File: config.mk
export PLATFORM = sky130hd
export DESIGN_NAME = sc_stream_mul
export DESIGN_NICKNAME = d
export VERILOG_FILES = /design/src/rtl/sc_stream_mul.sv
export SDC_FILE = /design/constraint.sdc
export NUM_CORES = 1
export LEC_CHECK = 0
export BUFFER_PORTS_ARGS = -buffer_cell sky130_fd_sc_hd__buf_2
export CORE_ASPECT_RATIO = 0.8
export CORE_UTILIZATION = 35
export DETAILED_ROUTE_END_ITERATION = 10
export GPL_TIMING_DRIVEN = 0
export PLACE_DENSITY = 0.65
export RECOVER_POWER = 50
export SLEW_MARGIN = 30
export SYNTH_ARGS = -nofsm -noshare
export SYNTH_HDL_FRONTEND = slang
export SYNTH_SLANG_ARGS = --single-unit
File: constraint.sdc
create_clock -name clk -period 4.2 [get_ports clk]
set_input_delay 0.21 -clock clk [delete_from_list [all_inputs] [get_ports clk]]
set_output_delay 0.21 -clock clk [all_outputs]
set_load 0.02 [all_outputs]
File: src/rtl/sc_stream_mul.sv
// sc_stream_mul: stochastic-computing multiplier; popcounts the bitwise combine of two
// parallel unary bitstreams CHUNK bits per cycle. Optional macro: SC_MUL_BIPOLAR_EN.
//
// state | meaning
// IDLE  | waiting for an operand pair, in_ready high
// RUN   | accumulating the popcount of one CHUNK of the combined stream per cycle
// DONE  | product held on the output until the consumer takes it
module sc_stream_mul #(
  parameter int BITSTREAM = 64,
  parameter int CHUNK     = 8
) (
  input  logic                       clk,
  input  logic                       rst_n,
`ifdef SC_MUL_BIPOLAR_EN
  input  logic                       bipolar,
`endif
  input  logic                       in_valid,
  output logic                       in_ready,
  input  logic [BITSTREAM-1:0]       stream_a,
  input  logic [BITSTREAM-1:0]       stream_b,
  output logic                       out_valid,
  input  logic                       out_ready,
  output logic [$clog2(BITSTREAM):0] product,
  output logic                       busy
);

  localparam int NCHUNK = BITSTREAM / CHUNK;
  localparam int IDX_W  = (NCHUNK > 1) ? $clog2(NCHUNK) : 1;
  localparam int PW     = $clog2(BITSTREAM) + 1;
  localparam int PC_W   = $clog2(CHUNK) + 1;
  localparam logic [IDX_W-1:0] LAST_IDX = IDX_W'(NCHUNK - 1);

  if (CHUNK < 1 || BITSTREAM < CHUNK || (BITSTREAM % CHUNK) != 0) begin : g_param_err
    $error("sc_stream_mul: BITSTREAM must be a positive multiple of CHUNK");
  end

  typedef enum logic [1:0] {
    S_IDLE = 2'd0,
    S_RUN  = 2'd1,
    S_DONE = 2'd2
  } state_t;

  state_t               state_q, state_d;
  logic [BITSTREAM-1:0] a_q, a_d;
  logic [BITSTREAM-1:0] b_q, b_d;
  logic [IDX_W-1:0]     idx_q, idx_d;
  logic [PW-1:0]        acc_q, acc_d;
  logic [PW-1:0]        product_q, product_d;
  logic                 out_valid_q, out_valid_d;
  logic                 in_ready_q, in_ready_d;
  logic                 busy_q, busy_d;
`ifdef SC_MUL_BIPOLAR_EN
  logic                 bipolar_q, bipolar_d;
`endif

  logic [BITSTREAM-1:0] comb_w;
  logic [CHUNK-1:0]     chunk_w;
  logic [PC_W-1:0]      pc_w;
  logic [PW-1:0]        sum_w;

  always_comb begin
`ifdef SC_MUL_BIPOLAR_EN
    comb_w = bipolar_q ? ~(a_q ^ b_q) : (a_q & b_q);
`else
    comb_w = a_q & b_q;
`endif
  end

  always_comb begin
    chunk_w = comb_w[int'(idx_q) * CHUNK +: CHUNK];
    pc_w    = '0;
    for (int i = 0; i < CHUNK; i++) begin
      pc_w = pc_w + PC_W'(chunk_w[i]);
    end
    sum_w = acc_q + PW'(pc_w);
  end

  always_comb begin
    state_d     = state_q;
    a_d         = a_q;
    b_d         = b_q;
    idx_d       = idx_q;
    acc_d       = acc_q;
    product_d   = product_q;
    out_valid_d = out_valid_q;
    in_ready_d  = in_ready_q;
    busy_d      = busy_q;
`ifdef SC_MUL_BIPOLAR_EN
    bipolar_d   = bipolar_q;
`endif
    case (state_q)
      S_IDLE: begin
        if (in_valid && in_ready_q) begin
          a_d        = stream_a;
          b_d        = stream_b;
`ifdef SC_MUL_BIPOLAR_EN
          bipolar_d  = bipolar;
`endif
          idx_d      = '0;
          acc_d      = '0;
          in_ready_d = 1'b0;
          busy_d     = 1'b1;
          state_d    = S_RUN;
        end
      end
      S_RUN: begin
        acc_d = sum_w;
        idx_d = idx_q + IDX_W'(1);
        if (idx_q == LAST_IDX) begin
          idx_d       = '0;
          product_d   = sum_w;
          out_valid_d = 1'b1;
          state_d     = S_DONE;
        end
      end
      S_DONE: begin
        // a new operand offered alongside the handshake waits for the next IDLE cycle
        if (out_ready) begin
          out_valid_d = 1'b0;
          in_ready_d  = 1'b1;
          busy_d      = 1'b0;
          state_d     = S_IDLE;
        end
      end
      default: begin
        out_valid_d = 1'b0;
        in_ready_d  = 1'b1;
        busy_d      = 1'b0;
        state_d     = S_IDLE;
      end
    endcase
  end

  always_ff @(posedge clk) begin
    if (!rst_n) begin
      state_q     <= S_IDLE;
      a_q         <= '0;
      b_q         <= '0;
      idx_q       <= '0;
      acc_q       <= '0;
      product_q   <= '0;
      out_valid_q <= 1'b0;
      in_ready_q  <= 1'b1;
      busy_q      <= 1'b0;
`ifdef SC_MUL_BIPOLAR_EN
      bipolar_q   <= 1'b0;
`endif
    end else begin
      state_q     <= state_d;
      a_q         <= a_d;
      b_q         <= b_d;
      idx_q       <= idx_d;
      acc_q       <= acc_d;
      product_q   <= product_d;
      out_valid_q <= out_valid_d;
      in_ready_q  <= in_ready_d;
      busy_q      <= busy_d;
`ifdef SC_MUL_BIPOLAR_EN
      bipolar_q   <= bipolar_d;
`endif
    end
  end

  assign in_ready  = in_ready_q;
  assign out_valid = out_valid_q;
  assign product   = product_q;
  assign busy      = busy_q;

endmodule

=== After elaboration in Yosys (flattened, before gate mapping) ===
Index checks and enable logic that the tools add are counted.

* Register bits: 150
* Bits in latches: 0
* RAM bits: 0
* Bits in read-only memories: 0
* Bits of input ports: 132
* Output and inout port bits: 10
* Word-level logic and storage cells: 54
* Memories: 0

* Add/sub/neg operators: 9
* Multipliers: 0
* Div/mod/pow operators: 0
* $lt $le $gt $ge: 0
* Equal/unequal tests: 6
* Shift operators: 1
* Multiplexer cells: 17
* Bitwise operators: 3
* Reductions and logical operators: 9

{| class="wikitable"
|+ Operators with widths
! cell !! number
|-
| AND 64 bit || 1
|-
| indexed part select 64 x 7 -> 8 bit || 1
|-
| adder 4 x 1 -> 4 bit || 4
|-
| case mux 7 bit (2 select lines) || 1
|-
| case mux 1 bit (3 select lines) || 3
|-
| AND reduction 3 bit || 3
|-
| adder 7 x 4 -> 7 bit || 1
|-
| two-way mux 7 bit || 1
|-
| two-way mux 2 bit || 3
|-
| two-way mux 3 bit || 2
|-
| != test 2 bit (second input constant) || 3
|-
| case mux 2 bit (3 select lines) || 1
|-
| case mux 3 bit (2 select lines) || 1
|-
| AND reduction 2 bit || 3
|-
| two-way mux 1 bit || 5
|-
| adder 3 x 1 -> 4 bit || 1
|-
| adder 2 x 1 -> 3 bit || 1
|-
| adder 3 x 1 -> 3 bit (second input constant) || 1
|-
| == test 3 bit (second input constant) || 1
|-
| adder 1 x 1 -> 2 bit || 1
|-
| == test 2 x 1 -> 1 bit (second input constant) || 1
|-
| == test 2 bit (second input constant) || 1
|-
| zero test 2 bit || 1
|-
| inverter 1 bit || 2
|-
| other kinds (2) || 2
|}

=== Logic depth before layout (Yosys ltp) ===
* Depth after elaboration: 11
* Depth in mapped cells: 15
* Mapped depth without buffers: 13

=== Least setup slack after synthesis ===
Ideal clock, no wire load.

* Path type: flip-flop to flip-flop
* Start point: reg idx_q[0]
* End point: reg product_q[4] (netlist: product[4])
* Data arrival time: 4.482 ns
* Data required time: 4.140 ns
* Slack: -0.343 ns
* Stages on the path, launching flop included: 15
* Path buffers: 2
* Clock period less this slack: 4.543 ns
* Path through: dfxtp_1 buf_2 buf_2 o21ai_0 mux4_2 fa_1 fa_1 inv_1 fa_1 fa_1 fa_1 nor2b_1 o21ai_1 a2111oi_0 a311o_1

* Longest elaborated chain between the ends: 9

{| class="wikitable"
|+ RTL lines
! item !! line !! RTL
|-
| start, declared || 46 || <nowiki>logic [IDX_W-1:0] idx_q, idx_d;</nowiki>
|-
| start signal, assigned || 152 || <nowiki>idx_q <= idx_d;</nowiki>
|-
| indexed part select 64 x 7 -> 8 bit || 70 || <nowiki>chunk_w = comb_w[int'(idx_q) * CHUNK +: CHUNK];</nowiki>
|-
| adder 1 x 1 -> 2 bit || 73 || <nowiki>pc_w = pc_w + PC_W'(chunk_w[i]);</nowiki>
|-
| adder 2 x 1 -> 3 bit || 73 ||
|-
| adder 3 x 1 -> 4 bit || 73 ||
|-
| adder 4 x 1 -> 4 bit (4 in a row) || 73 ||
|-
| adder 7 x 4 -> 7 bit || 75 || <nowiki>sum_w = acc_q + PW'(pc_w);</nowiki>
|-
| end signal, assigned || 154 || <nowiki>product_q <= product_d;</nowiki>
|-
| end, declared || 48 || <nowiki>logic [PW-1:0] product_q, product_d;</nowiki>
|}

Parallel ways exist; a longest one is shown, timed or not.
A chain may end at the register's enable or synchronous reset.

=== Worst setup path in the final report ===
Ends and elaborated chain as after synthesis.

==> run summary <==
total CTS buffers - 17
dpl hpwl - 14.5 mm
CP max stage delay - 500 ps
skew final - 7.81 ps
Critical Path End Type - flip-flop
# IOs - 142
post-layout minimum cycle time - 4310 ps
count of cell types in the netlist - 41
Starting Density - 36.0%
GP Congestion - 0.845
setup slack, reg-to-reg - -110 ps
Chip Height - 122 um
Worst R2R End - product[4]$_SDFFE_PN0P_
DRT antenna net count - 0
vias in the first global route - 5827
Mapped Area - 6280 sq um
Die Wd - 152 um
critical path launch point type - flip-flop
f_max - 0.232 GHz
Peak VDD IR - 0.264 mV
Total Routing Usage GR - 22.1%
max cap viols - 0
Slew Limit Fails - 0
Async SR Flop Fraction - 0%
via count - 6103
synthesized net count - 954
Synth Register Bits - 150
placed insts - 1174
Crit-path slowest cell - fa_1
DRT Pass-1 Iters - 5
CP bufs+invs - 3
nets - 1122
cell breakdown of the critical path - buf_8, buf_12, nand3_4, o21ai_4, mux4_2, fa_1, fa_1, inv_2, fa_1, fa_2, fa_2, nor2b_4, o21ai_4, nor4b_4, a311o_1
CTS tree - yes
final hold violation count - 0
Rows - 43
design area - 8120 sq um
Worst EP required - 4520 ps
final hold slack - 14.5 ps
drt total wl - 19.5 mm
die area - 18500 sq um
Via-to-Cell Ratio - 5.02
final routed DRC violation total - 0
Crit Path Class - flip-flop to flip-flop
crit-path max FO - 7
routed len/inst - 16.0 um
CP Data Arrival Time - 4630 ps
P&R area growth vs syn - 29.3%
FF-to-FF Start - idx_q[0]$_SDFFE_PN0P_
Tcrit/Tclk final - 103%
HP Class - input pin to flip-flop
r2r worst-path depth - 15
final non-filler cell total - 1215
clk root buf - clkbuf_16
RSZ-0062 raised after global routing - yes
cell family with most CP delay - adder cells
depth of the CTS H-tree - 4
Overall Power - 3.64 mW
share of layout cells above drive strength 1 - 22.5%
Final setup viols - 4
initial antenna violation count - 0
global-route wire length before repair - 30.3 mm
Final WS setup - -109 ps
cts-stage hold buffer count - 0
CTS max path bufs - 2
ant diodes - 0
PortBufs - 140
Clock Sinks - 150
clock slew at reported path FFs - 60 ps
Fin Setup TNS - -350 ps
Post-synth EDFFs - 0
commonest non-fill, non-tap cells in the layout - nand2_1, buf_2, dfxtp_1
Worst slew margin - 43.4%
status - finished, violations left
Power Density - 449 nW/um^2
Skew-Pair Late Insertion Delay - 430 ps
hold depth - 3
most frequent CP cell - fa_1
core area - 17400 sq um
Static Leak - 3.18 nW
Placement Cell Area - 7300 sq um
failing checks - negative setup slack
hold worst-path end - a_q[42]$_SDFFE_PN0P_
Cells after Synth - 809
min-delay src - stream_a[42]
commonest non-fill, non-tap cell in the layout - nand2_1
Syn Area/Cell - 7.76 sq um
grt total ovfl - 0
Least-Margin Pin Slew - 849 ps
pin count of the biggest net entering global routing - 17
synth warn - 0
sequential fraction of the synthesis area - 47.8%
1st-iter DRT viols - 409
ys flop type - dfxtp_1
==> worst max-delay path by stage <==
stage / slack, ps / end / cells after the start / startpoint
floorplan: 2 / product[4]$_SDFFE_PN0P_ / 14 / idx_q[0]$_SDFFE_PN0P_
finish: -110 / product[4]$_SDFFE_PN0P_ / 15 / idx_q[0]$_SDFFE_PN0P_
global route: -190 / acc_q[6]$_SDFFE_PN0P_ / 15 / idx_q[0]$_SDFFE_PN0P_
detailed placement: -440 / product[4]$_SDFFE_PN0P_ / 14 / idx_q[0]$_SDFFE_PN0P_
global placement: -470 / product[4]$_SDFFE_PN0P_ / 14 / idx_q[0]$_SDFFE_PN0P_
CTS: -130 / product[4]$_SDFFE_PN0P_ / 15 / idx_q[0]$_SDFFE_PN0P_
==> cell type report <==
type                       count  area (sq um)
buffer                        61           348
timing repair buffer         149           756
fill                        1791          9310
clock inverter                 9           173
sequential                   150          3010
multi-input combinational    593          3070
tap                          225           282
clock buffer                  23           468
inverter                       5          18.8
==> report_power, final <==
part,internal [mW],switching (mW)
registers,1.51,0.0473
clock network,1.08,0.596
logic,0.155,0.252
total,2.75,0.896
==> routing by layer <==
layer	wire length [um]	vias up	track usage, %
met5	0	-	0
met4	293	0	6.62
met3	1250	24	5.51
met2	8230	197	32.2
met1	9690	2841	31.9
li1	-	3041	-
==> worst register-to-register path, stage by stage, from the launching register on <==
cell	delay (ps)
dfxtp_4	360
buf_8	140
buf_12	150
nand3_4	70
o21ai_4	70
mux4_2	470
fa_1	480
fa_1	500
inv_2	40
fa_1	470
fa_2	390
fa_2	390
nor2b_4	160
o21ai_4	80
nor4b_4	140
a311o_1	280
==> per-stage QoR <==
step | util (%) | setup slack, ps
3_5_place_dp | 41.9 | -440
5_1_grt | 46.6 | -191
6_report | 46.6 | -109
2_1_floorplan | - | 1.70
4_1_cts | 46.5 | -129
3_3_place_gp | 41.9 | -474
==> registers in the layout (all words and copies together), names as in the netlist <==
name and flops:
a_q 64, acc_q 7, b_q 64, busy 1, idx_q 3, in_ready 1, out_valid 1, product 7
state_q 2
==> cells by family after synthesis <==
kind of cell    synth area share, %
simple gates                   24.2
buf+inv                        5.08
xor+xnor                      0.279
flops                          47.8
mux                            2.87
compound gates                 16.6
fa+ha+maj                      3.19
==> cell usage after synthesis (2+ instances only) <==
cell type | n | area share [%]
o211ai_1 | 2 | 0.24
or4b_1 | 2 | 0.32
nor2b_1 | 4 | 0.40
a31oi_1 | 20 | 2.0
mux4_2 | 8 | 2.9
and2_1 | 2 | 0.20
o311ai_0 | 2 | 0.28
nand2b_1 | 3 | 0.30
ha_1 | 8 | 1.6
inv_1 | 5 | 0.30
fa_1 | 5 | 1.6
nand4_1 | 3 | 0.30
nand3_1 | 22 | 1.8
buf_1 | 5 | 0.30
a211o_1 | 2 | 0.28
a211oi_1 | 3 | 0.36
buf_4 | 6 | 0.72
dfxtp_1 | 150 | 48
nand2_1 | 302 | 18
xnor2_1 | 2 | 0.28
nor2_1 | 31 | 1.9
a21oi_1 | 138 | 11
clkbuf_1 | 16 | 0.96
o21ai_0 | 19 | 1.5
nor3_1 | 2 | 0.16
buf_2 | 32 | 2.6
==> timing repair <==
| action | CTS | global route |
|---|---|---|
| setup buffers | 9 | 0 |
| endpoints found under the setup margin | 9 | 11 |
| gates resized for setup | 31 | 10 |
| gates cloned | 0 | 0 |
| pin swaps | 10 | 4 |
Note: power is estimated with default switching activity, not from simulation.
